$ cat src/rtl/mem_port_arbiter.sv
// Purpose: shares one single-ported memory between the fetch (I) and load/store (D) pipeline stages.
// Latency: req sampled at E0, mem_en in E0..E1, rvalid in E(1+MEM_LAT)..E(2+MEM_LAT); one access per MEM_LAT+2 cycles.
// Backpressure: requesters hold req until rvalid; stall_if/stall_mem tell hazard logic a side is waiting.
// Optional macro ARB_STARVE_GUARD_EN: after STARVE_MAX data grants with fetch pending, fetch is granted once.
module mem_port_arbiter #(
  parameter int ADDR_W     = 32,
  parameter int DATA_W     = 32,
  parameter int MEM_LAT    = 2,
  parameter int STARVE_MAX = 4
) (
  input  logic                clk,
  input  logic                reset,
  // fetch side
  input  logic                i_req,
  input  logic [ADDR_W-1:0]   i_addr,
  output logic                i_gnt,
  output logic                i_rvalid,
  output logic [DATA_W-1:0]   i_rdata,
  // load/store side
  input  logic                d_req,
  input  logic                d_we,
  input  logic [ADDR_W-1:0]   d_addr,
  input  logic [DATA_W-1:0]   d_wdata,
  input  logic [DATA_W/8-1:0] d_wstrb,
  output logic                d_gnt,
  output logic                d_rvalid,
  output logic [DATA_W-1:0]   d_rdata,
  // memory port
  output logic                mem_en,
  output logic                mem_we,
  output logic [ADDR_W-1:0]   mem_addr,
  output logic [DATA_W-1:0]   mem_wdata,
  output logic [DATA_W/8-1:0] mem_wstrb,
  input  logic [DATA_W-1:0]   mem_rdata,
  // pipeline hazard interface
  output logic                stall_if,
  output logic                stall_mem,
  output logic                busy
);

  localparam int STRB_W = DATA_W / 8;

  typedef enum logic [1:0] {
    IDLE  = 2'd0,
    ISSUE = 2'd1,
    WAIT  = 2'd2
  } state_t;

  // captured request, replayed onto the memory port during ISSUE
  typedef struct packed {
    logic              we;
    logic [ADDR_W-1:0] addr;
    logic [DATA_W-1:0] wdata;
    logic [STRB_W-1:0] wstrb;
  } req_t;

  state_t      state;
  state_t      state_nxt;
  req_t        cap;
  logic        owner_d;      // 1 = data side owns the transaction in flight
  logic [3:0]  lat_cnt;
  logic        lat_done;
  logic        grant_d;
  logic        grant_i;
  logic        starve_force; // fetch must win the next arbitration

  assign lat_done = (lat_cnt == 4'(MEM_LAT));

`ifdef ARB_STARVE_GUARD_EN
  logic [3:0] starve_cnt;

  // count data grants taken while fetch was waiting; any fetch grant clears the count
  always_ff @(posedge clk) begin
    if (!reset) begin
      starve_cnt <= 4'd0;
    end else if (grant_i) begin
      starve_cnt <= 4'd0;
    end else if (grant_d && i_req) begin
      starve_cnt <= starve_cnt + 4'd1;
    end
  end

  assign starve_force = i_req && (starve_cnt == 4'(STARVE_MAX));
`else
  // strict data priority: the limit has no effect in this build
  localparam int unused_starve_max = STARVE_MAX;
  assign starve_force = 1'b0;
`endif

  // arbitration, only meaningful in IDLE: data first unless fetch has been starved
  always_comb begin
    grant_d = 1'b0;
    grant_i = 1'b0;
    if (state == IDLE) begin
      if (d_req && !starve_force) begin
        grant_d = 1'b1;
      end else if (i_req) begin
        grant_i = 1'b1;
      end
    end
  end

  // state register
  always_ff @(posedge clk) begin
    if (!reset) begin
      state <= IDLE;
    end else begin
      state <= state_nxt;
    end
  end

  // next-state logic: IDLE -> ISSUE -> WAIT (MEM_LAT edges) -> IDLE
  always_comb begin
    state_nxt = state;
    case (state)
      IDLE:    if (grant_d || grant_i) state_nxt = ISSUE;
      ISSUE:   state_nxt = WAIT;
      WAIT:    if (lat_done) state_nxt = IDLE;
      default: state_nxt = IDLE;
    endcase
  end

  // FSM outputs: the memory strobe and the owner's grant live only in ISSUE
  always_comb begin
    mem_en = 1'b0;
    mem_we = 1'b0;
    i_gnt  = 1'b0;
    d_gnt  = 1'b0;
    busy   = 1'b0;
    case (state)
      ISSUE: begin
        mem_en = 1'b1;
        mem_we = owner_d && cap.we;
        i_gnt  = !owner_d;
        d_gnt  = owner_d;
        busy   = 1'b1;
      end
      WAIT:    busy = 1'b1;
      default: busy = 1'b0;
    endcase
  end

  // capture the winning request; fetches are reads, so write fields are zeroed
  always_ff @(posedge clk) begin
    if (!reset) begin
      cap     <= '0;
      owner_d <= 1'b0;
    end else if (grant_d) begin
      cap.we    <= d_we;
      cap.addr  <= d_addr;
      cap.wdata <= d_we ? d_wdata : '0;
      cap.wstrb <= d_we ? d_wstrb : '0;
      owner_d   <= 1'b1;
    end else if (grant_i) begin
      cap.we    <= 1'b0;
      cap.addr  <= i_addr;
      cap.wdata <= '0;
      cap.wstrb <= '0;
      owner_d   <= 1'b0;
    end
  end

  // latency counter: 1 on entering WAIT, advances until it reaches MEM_LAT
  always_ff @(posedge clk) begin
    if (!reset) begin
      lat_cnt <= 4'd0;
    end else if (state == ISSUE) begin
      lat_cnt <= 4'd1;
    end else if (state == WAIT) begin
      lat_cnt <= lat_done ? 4'd0 : lat_cnt + 4'd1;
    end
  end

  // response capture: one-cycle rvalid to the owner; stores leave d_rdata untouched
  always_ff @(posedge clk) begin
    if (!reset) begin
      i_rvalid <= 1'b0;
      d_rvalid <= 1'b0;
      i_rdata  <= '0;
      d_rdata  <= '0;
    end else begin
      i_rvalid <= 1'b0;
      d_rvalid <= 1'b0;
      if (state == WAIT && lat_done) begin
        if (owner_d) begin
          d_rvalid <= 1'b1;
          if (!cap.we) d_rdata <= mem_rdata;
        end else begin
          i_rvalid <= 1'b1;
          i_rdata  <= mem_rdata;
        end
      end
    end
  end

  assign mem_addr  = cap.addr;
  assign mem_wdata = cap.wdata;
  assign mem_wstrb = cap.wstrb;

  // a side stalls the pipeline until its completion pulse arrives
  assign stall_if  = i_req && !i_rvalid;
  assign stall_mem = d_req && !d_rvalid;

endmodule

$ cat config.mk
export PLATFORM = sky130hd
export DESIGN_NAME = mem_port_arbiter
export DESIGN_NICKNAME = d
export VERILOG_FILES = /design/src/rtl/mem_port_arbiter.sv
export SDC_FILE = /design/constraint.sdc
export NUM_CORES = 1
export LEC_CHECK = 0
export BUFFER_PORTS_ARGS = -buffer_cell sky130_fd_sc_hd__buf_4
export CELL_PAD_IN_SITES_DETAIL_PLACEMENT = 1
export CELL_PAD_IN_SITES_GLOBAL_PLACEMENT = 1
export CORE_UTILIZATION = 25
export DETAILED_ROUTE_END_ITERATION = 16
export GPL_ROUTABILITY_DRIVEN = 0
export HOLD_SLACK_MARGIN = 0.03
export MAX_ROUTING_LAYER = met4
export PLACE_DENSITY_LB_ADDON = 0.2
export SYNTH_ARGS = -nofsm -noshare
export SYNTH_HDL_FRONTEND = slang
export SYNTH_SLANG_ARGS = --single-unit
$ cat constraint.sdc
create_clock -name clk -period 2.4 [get_ports clk]
set_input_delay 0.12 -clock clk [delete_from_list [all_inputs] [get_ports clk]]
set_output_delay 0.12 -clock clk [all_outputs]
set_load 0.01 [all_outputs]
; Word-level counts from Yosys, hierarchy flattened
; Index checks and enable logic that the tools add are counted.
[word_totals]
ff_bits = 142
out_inout_bits = 141
wordCells = 62
[op_classes]
n_addsub = 1
eq_ne = 5
mux = 24
bitwise = 3
reduce_logical = 17
[ops]
columns = cell, count
row1 = 2-to-1 mux 69 bit, 2
row2 = 2-to-1 mux 32 bit, 1
row3 = 2-to-1 mux 1 bit, 16
row4 = 2-to-1 mux 4 bit, 2
row5 = case mux 2 bit (3 select lines), 1
row6 = AND reduction 2 bit, 3
row7 = adder 4 x 1 -> 4 bit (second input constant), 1
row8 = equality test 4 x 2 -> 1 bit (second input constant), 1
row9 = logical AND 1 bit, 4
row10 = 2-to-1 mux 2 bit, 2
row11 = nonzero test 2 bit, 2
row12 = OR reduction 2 bit, 2
row13 = logical NOT 1 bit, 3
row14 = inverter 1 bit, 3
row15 = AND reduction 3 bit, 1
row16 = equality test 2 x 1 -> 1 bit (second input constant), 1
row17 = equality test 2 bit (second input constant), 1
row18 = logical NOT 2 bit, 1
row19 = != test 2 x 1 -> 1 bit (second input constant), 1
row20 = != test 2 bit (second input constant), 1
row21 = logical OR 1 bit, 1

; Longest topological paths before layout
; Gate-level depths: netlist of run 1.
[logic_depth]
depth_word = 6
ltp_mapped = 8
depth_no_buf = 5

; Worst setup path after synthesis of run 1
; Ideal clock, no wire load.
[synth_timing]
path_kind = register to register
start = register state[0]
end = register cap, in the netlist mem_addr[10]
t_arrival_ps = 1652
t_required_ps = 2309
setup_slack_ps = 657
stages_incl_launch_ff = 9
path_buffers = 3
period_less_slack_ps = 1743
cell_sequence = dfxtp_1 -> inv_1 -> ha_1 -> clkbuf_1 -> o21a_1 -> buf_2 -> buf_1 -> nor2_1 -> a311oi_1
[synth_between]
elab_chain_len = 3
[synth_rtl]
columns = item, line
row1 = from (decl), 57  ; state_t state;
row2 = from (signal assigned), 108  ; state <= state_nxt;
row3 = logical NOT 2 bit (*), 94  ; if (state == IDLE) begin
row4 = 2-to-1 mux 1 bit, 94
row5 = 2-to-1 mux 69 bit / nonzero test 2 bit (equally long branches), --
row6 = to (decl), 59  ; req_t cap;
; Every way passes the cells marked *; elsewhere a longest branch is shown, timed or not.
; A chain may end at the register's enable or synchronous reset.

; Worst setup path in the final report of run 1
; Same ends and word-level chain as after synthesis.

==> run_results.csv, run 1 <==
group,metric,value,unit
drt,wl_per_cell,16.3,um
die,fp.dieW,158,um
critical_path,critical_path_class,"reg -> reg",
drt,via_count,6213,
final_layout,layout_commonest_cell,"buf_4",
synthesis,syn_nets,859,
sta,finalCritPeriodShare,94.5,%
sta,hold_slack,0.317,ns
clocking,cts_sinks,142,
final_layout,syn_to_final_growth,63.8,%
sta,setup_viol,0,
die,die-area,25000,sq um
critical_path,critPathBufInv,4,
sta,relSlewSlack,52.6,%
drt,drt_iter0_drc,286,
synthesis,yosys_register_bits,142,
synthesis,ys_top_cells_by_area,"dfxtp_1, buf_4, nand2_1, mux2i_1, nand3_1",
sta,fin_ws,0.133,ns
drt,drtPass1Iterations,4,
pwr,intPower,0.00581,W
sta,rsz0062_at_grt,"no",
global_route,antenna_found_initial,0,
global_route,grt_pass1_vias,6500,
placement,dp_hpwl,13700,um
die,fp.dieH,158,um
critical_path,timing.rr.end,"mem_addr[10]",
sta,maxSlewViolCount,0,
worst_hold_path,hold-path-cell-count,3,
pwr,p_comb_share,30.7,%
final_layout,fin_cells,1363,
clocking,cts_root_buf,"clkbuf_16",
clocking,clkLatencyLatePin,0.42,ns
critical_path,path_cells,"inv_1, ha_2, buf_4, nand2_1, buf_4, nand2_1, a311oi_1, dlygate4sd3_1",
pwr,p_per_area,849,nW/um^2
global_route,grt_overflow,0,
synthesis,yosysSeqAreaShare,46.7,%
pwr,switching_power,0.00265,W
pwr,ir_worst_vdd,327,uV
critical_path,path_delay_family,"buffers and inverters",
final_layout,drive_gt1_share,31.7,%
final_layout,mostFrequentLayoutCells,"buf_4, dfxtp_1, dlygate4sd3_1, nand2_1, nor2_1",
clocking,cts_tree,"built",
pwr,seq_power_share,33.2,%
final_layout,nNetsFinal,1172,
drt,drc,0,
drt,post_drt_via_cell_ratio,4.56,
worst_hold_path,min_to,"d_rdata[4]",
global_route,grt_pass1_wl,34500,um
synthesis,synth_area_leader_cell,"dfxtp_1",
worst_hold_path,worstHoldStart,"reset",
critical_path,cp.depth,8,
final_layout,insertedDiodeCount,0,
critical_path,reg2reg_from,"state[0]",
drt,ant_nets,0,
die,ios,278,
critical_path,ff2ff_path_depth,8,
synthesis,synth.avg_cell_area,8.48,sq um
synthesis,yosys.area.top_type_share,46.7,%
job,max_cap_violations,0,
critical_path,cp.arrival,2.63,ns
clocking,htree_num_levels,4,
global_route,grt_max_degree,72,
critical_path,cp.required,2.76,ns
critical_path,critPathMaxStageDelay,0.61,ns
sta,tightestPinTransition,0.711,ns
clocking,cts_max_path_buffers,2,
die,row_count,56,
sta,fin_crit,2.27,ns
pwr,power.leakage,4.31,nW
die,core_area,23700,sq um
clocking,clk_pin_slew_worst_paths,0.07,ns
sta,fmax,0.441,GHz
global_route,grt_usage,18.2,%
placement,io_buffer_count,277,
critical_path,endpoint_kind,"register",
pwr,power_frac_clock,36.1,%
sta,finClkSkew,0.0109,ns
sta,setup_tns,0,ns
critical_path,cp_slowest_cell,"dlygate4sd3_1",
synthesis,ys_warn_count,0,
drt,wl,22300,um
synthesis,postSynthCellCount,718,
sta,hold_viol,0,
pwr,switching_share,31.3,%
critical_path,rrSetupSlack,0.13,ns
critical_path,start_kind,"register",
placement,dp_cells,1198,
worst_hold_path,hold_path_class,"in -> reg",
synthesis,ys_types,32,
die,start_util,25.7,%
critical_path,crit_fanout,13,
clocking,numCtsBuffers,17,
run_status,status,"finished clean",
synthesis,syn_area,6090,sq um
placement,pre_cts_ws,0.596,ns
-- cell usage after synthesis --
| master | instances |
|---|---|
| a21o_1 | 1 |
| a21oi_1 | 35 |
| a22oi_1 | 37 |
| a311oi_1 | 32 |
| a31oi_1 | 1 |
| and2_1 | 1 |
| and3_1 | 2 |
| and3b_1 | 1 |
| buf_1 | 9 |
| buf_2 | 3 |
| buf_4 | 68 |
| buf_8 | 3 |
| clkbuf_1 | 49 |
| dfxtp_1 | 142 |
| ha_1 | 4 |
| inv_1 | 5 |
| mux2i_1 | 34 |
| nand2_1 | 105 |
| nand3_1 | 65 |
| nand3b_1 | 1 |
| nand4_1 | 1 |
| nor2_1 | 73 |
| nor2b_1 | 2 |
| nor3_1 | 2 |
| nor3_4 | 1 |
| nor4_1 | 1 |
| nor4b_1 | 1 |
| o211a_1 | 1 |
| o21a_1 | 1 |
| o21ai_0 | 34 |
| or4b_1 | 1 |
| xor2_1 | 2 |
-- worst register-to-register path, stage by stage (launching register included) --
cell and delay (ns):
dfxtp_1 0.36, inv_1 0.09, ha_2 0.23, buf_4 0.20, nand2_1 0.13, buf_4 0.21, nand2_1 0.08, a311oi_1 0.30
dlygate4sd3_1 0.61
-- cell type report --
type	instances	area, sq um
flip-flops and latches	142	2840
repair buffers	426	3590
multi-input cells	439	2460
inverters	5	20.0
clock inverters	13	225
fillers	2783	13700
clock buffers	19	443
well taps	319	399
-- flip-flops by register name, indices dropped and copies added (netlist names) --
register / flops
cap: 1
d_rdata: 32
d_rvalid: 1
i_rdata: 32
i_rvalid: 1
lat_cnt: 4
mem_addr: 32
mem_wdata: 32
mem_wstrb: 4
owner_d: 1
state: 2
-- kinds of logic (layout without fill, tap and decap cells) --
| logic type | count (synthesis) | count (layout) | synth area share, % |
|---|---|---|---|
| AND/OR/NAND/NOR | 257 | 257 | 18.0 |
| AO/OA/AOI/OAI | 142 | 142 | 15.3 |
| XOR/XNOR | 2 | 2 | 0.288 |
| multiplexers | 34 | 34 | 5.59 |
| buffers and inverters | 137 | 463 | 13.2 |
| adder cells (fa/ha/maj) | 4 | 4 | 0.822 |
| flip-flops | 142 | 142 | 46.7 |
-- repair_timing --
item / CTS / global route
resized for setup: 0 / 4
buffers inserted: 0 / 0
endpoints found under the hold margin: 133 / 0
endpoints found under the setup margin: 0 / 23
hold buffers: 133 / 0
-- power by group through the flow --
| stage | clock [W] | combinational [W] | sequential, W |
|---|---|---|---|
| finish | 0.00306 | 0.00260 | 0.00281 |
| global route | 0.00325 | 0.00286 | 0.00285 |
| CTS | 0.00315 | 0.00257 | 0.00281 |
| detailed placement | 0 | 0.00218 | 0.00286 |
| global placement | 0 | 0.00217 | 0.00285 |
| floorplan | 0 | 0.00151 | 0.00280 |
-- through the flow --
step	utilization [%]	area (sq um)	total power (W)
global placement	33.6	7960	0.00502
floorplan	-	6090	0.00431
finish	42.1	9980	0.00847
CTS	42.1	9960	0.00853
global route	42.1	9980	0.00895
detailed placement	33.6	7960	0.00504
-- per-layer routing --
| layer | vias up | global-route usage, % | share of wire, % |
|---|---|---|---|
| met4 | 0 | 5.13 | 1.3 |
| li1 | 3042 | - | - |
| met2 | 177 | 30.8 | 49 |
| met3 | 20 | 4.71 | 6.1 |
| met1 | 2974 | 21.2 | 44 |
| met5 | - | - | 0 |
-- worst max-delay path by stage --
stage | to | startpoint
finish | mem_addr[10] | state[0]
global route | mem_addr[5] | state[0]
CTS | mem_addr[2] | state[0]
detailed placement | mem_addr[16] | state[0]
global placement | i_rdata[28] | lat_cnt[0]
floorplan | mem_addr[10] | state[0]
Power figures use the tool's default switching activity.
==> run 2: changes to the inputs <==
CORE_ASPECT_RATIO = 1.75   (was unset)
==> run_results.csv, run 2 (synthesized netlist as in run 1, its figures left out) <==
group,metric,value,unit
run_status,status,"finished clean",
final_layout,fill_cells,2764,
clocking,htree_num_levels,4,
critical_path,path_delay_family,"buffers and inverters",
die,fp.dieH,208,um
worst_hold_path,hold_path_class,"in -> reg",
drt,drt_iter0_drc,212,
clocking,cts_max_path_buffers,2,
final_layout,drive_gt1_share,31.3,%
critical_path,endpoint_kind,"register",
critical_path,crit_fanout,37,
sta,hold_viol,0,
job,max_cap_violations,0,
critical_path,critPathLaunch,"state[0]",
global_route,grt_overflow,0,
global_route,grt_usage,19.0,%
global_route,grt_pass1_wl,35900,um
critical_path,timing.rr.end,"mem_wdata[1]",
critical_path,critical_path_class,"reg -> reg",
clocking,clkLatencyLatePin,0.42,ns
pwr,power.leakage,4.21,nW
pwr,ir_worst_vdd,434,uV
clocking,clk_pin_slew_worst_paths,0.06,ns
clocking,cts_setup_buffers,0,
global_route,antenna_found_initial,1,
sta,fmax,0.508,GHz
final_layout,syn_to_final_growth,61.5,%
pwr,seq_power_share,36.5,%
final_layout,layout_commonest_cell,"buf_4",
sta,rsz0062_at_grt,"no",
critical_path,ff2ff_path_depth,7,
drt,drc,0,
sta,fin_crit,1.97,ns
sta,hold_slack,0.139,ns
clocking,cts_tree,"built",
pwr,p_comb_share,30.4,%
drt,post_drt_via_cell_ratio,4.64,
clocking,cts_sinks,142,
pwr,switching_share,32.0,%
pwr,p_per_area,787,nW/um^2
sta,finalCritPeriodShare,82.0,%
placement,io_buffer_count,277,
drt,drtPass1Iterations,4,
critical_path,reg2reg_from,"state[0]",
final_layout,mostFrequentLayoutCells,"buf_4, dfxtp_1, dlygate4sd3_1, nand2_1, nor2_1",
worst_hold_path,min_to,"i_rdata[18]",
critical_path,crit_top_cell,"buf_4",
drt,wl_per_cell,17.0,um
sta,setup_viol,0,
global_route,grt_max_degree,65,
pwr,power_frac_clock,33.1,%
drt,via_count,6280,
critical_path,path_cells,"inv_1, ha_1, buf_4, and3_1, buf_4, a22oi_1, nor2_1",
drt,wl,23000,um
pwr,intPower,0.00526,W
final_layout,final_util,41.1,%
critical_path,critPathMaxStageDelay,0.37,ns
pwr,switching_power,0.00247,W
clocking,numCtsBuffers,17,
critical_path,start_kind,"register",
critical_path,rrSetupSlack,0.43,ns
pwr,power.total,0.00774,W
die,fp.dieW,120,um
global_route,grt_pass1_vias,6726,
worst_hold_path,hold-path-cell-count,3,
critical_path,cp.arrival,2.32,ns
worst_hold_path,worstHoldStart,"reset",
critical_path,critPathBufInv,3,
clocking,cts_resized,0,
die,core_area,23900,sq um
die,die-area,25000,sq um
clocking,cts_root_buf,"clkbuf_16",
die,ios,278,
final_layout,fin_cells,1352,
sta,relSlewSlack,51.9,%
sta,tightestPinTransition,0.722,ns
die,row_count,75,
sta,maxSlewViolCount,0,
placement,dp_hpwl,14600,um
placement,dp_cells,1187,
final_layout,nNetsFinal,1172,
sta,setup_tns,0,ns
die,start_util,25.5,%
critical_path,cp_slowest_cell,"buf_4",
sta,finClkSkew,0.00990,ns
critical_path,cp.required,2.75,ns
drt,ant_nets,0,
-- run 2: changes by cell type in the layout (fill, tap and decap cells not counted), sizes merged --
| cell | previous run | this run |
|---|---|---|
| clkinv | 4 | 5 |
| inv | 9 | 4 |
| clkinvlp | 0 | 1 |
| clkbuf | 19 | 25 |
| diode | 0 | 1 |
| bufinv | 5 | 1 |
-- run 2: metrics by stage --
| stage | setup WS [ns] | instance area, sq um |
|---|---|---|
| after floorplan | 0.657 | 6090 |
| after global placement | 0.542 | 7940 |
| after detailed placement | 0.422 | 7940 |
| after CTS | 0.427 | 9830 |
| after global routing | 0.272 | 9830 |
| final | 0.433 | 9830 |
-- run 2: area by class of cell --
| class | instances | area (sq um) | share of cell area (%) |
|---|---|---|---|
| Tap cell | 308 | 385 | 3.92 |
| Timing Repair Buffer | 426 | 3570 | 36.3 |
| Inverter | 5 | 20.0 | 0.204 |
| Sequential cell | 142 | 2840 | 28.9 |
| Multi-Input combinational cell | 439 | 2450 | 24.9 |
| Clock inverter | 6 | 57.6 | 0.585 |
| Antenna cell | 1 | 2.50 | 0.0254 |
| Clock buffer | 25 | 505 | 5.14 |
-- run 2: routing by layer --
| layer | up-vias | routed length [um] | track usage (%) | part of all wire, % |
|---|---|---|---|---|
| met5 | - | 0 | - | 0 |
| met4 | 0 | 905 | 9.66 | 3.9 |
| met3 | 50 | 986 | 4.08 | 4.3 |
| met2 | 209 | 12100 | 34.1 | 53 |
| met1 | 2991 | 8980 | 19.1 | 39 |
| li1 | 3030 | - | - | - |
-- run 2: worst max-delay path by stage --
stage          cells past startpoint  slack (ns)            end
6_report                           7        0.43   mem_wdata[1]
3_3_place_gp                       7        0.54   mem_wdata[6]
4_1_cts                            7        0.43  mem_wdata[18]
5_1_grt                            7        0.27   mem_wstrb[0]
2_1_floorplan                      8        0.66   mem_addr[10]
3_5_place_dp                       7        0.42  mem_wdata[13]
-- run 2: what timing repair did --
| item | in CTS | in global routing |
|---|---|---|
| setup endpoints to repair | 0 | 0 |
| hold endpoints to repair | 133 | 0 |
| hold buffers | 133 | 0 |
-- run 2: power groups by stage --
stage	Sequential, W	Combinational (W)	Clock (W)
after floorplan	0.00280	0.00151	0
after global placement	0.00286	0.00218	0
after detailed placement	0.00287	0.00220	0
after CTS	0.00282	0.00238	0.00267
after global routing	0.00286	0.00257	0.00274
final	0.00282	0.00235	0.00256
-- run 2: worst reg2reg max path, stage by stage (launching register included) --
cell     delay, ns
dfxtp_1       0.32
inv_1         0.11
ha_1          0.36
buf_4         0.22
and3_1        0.16
buf_4         0.37
a22oi_1       0.20
nor2_1        0.14
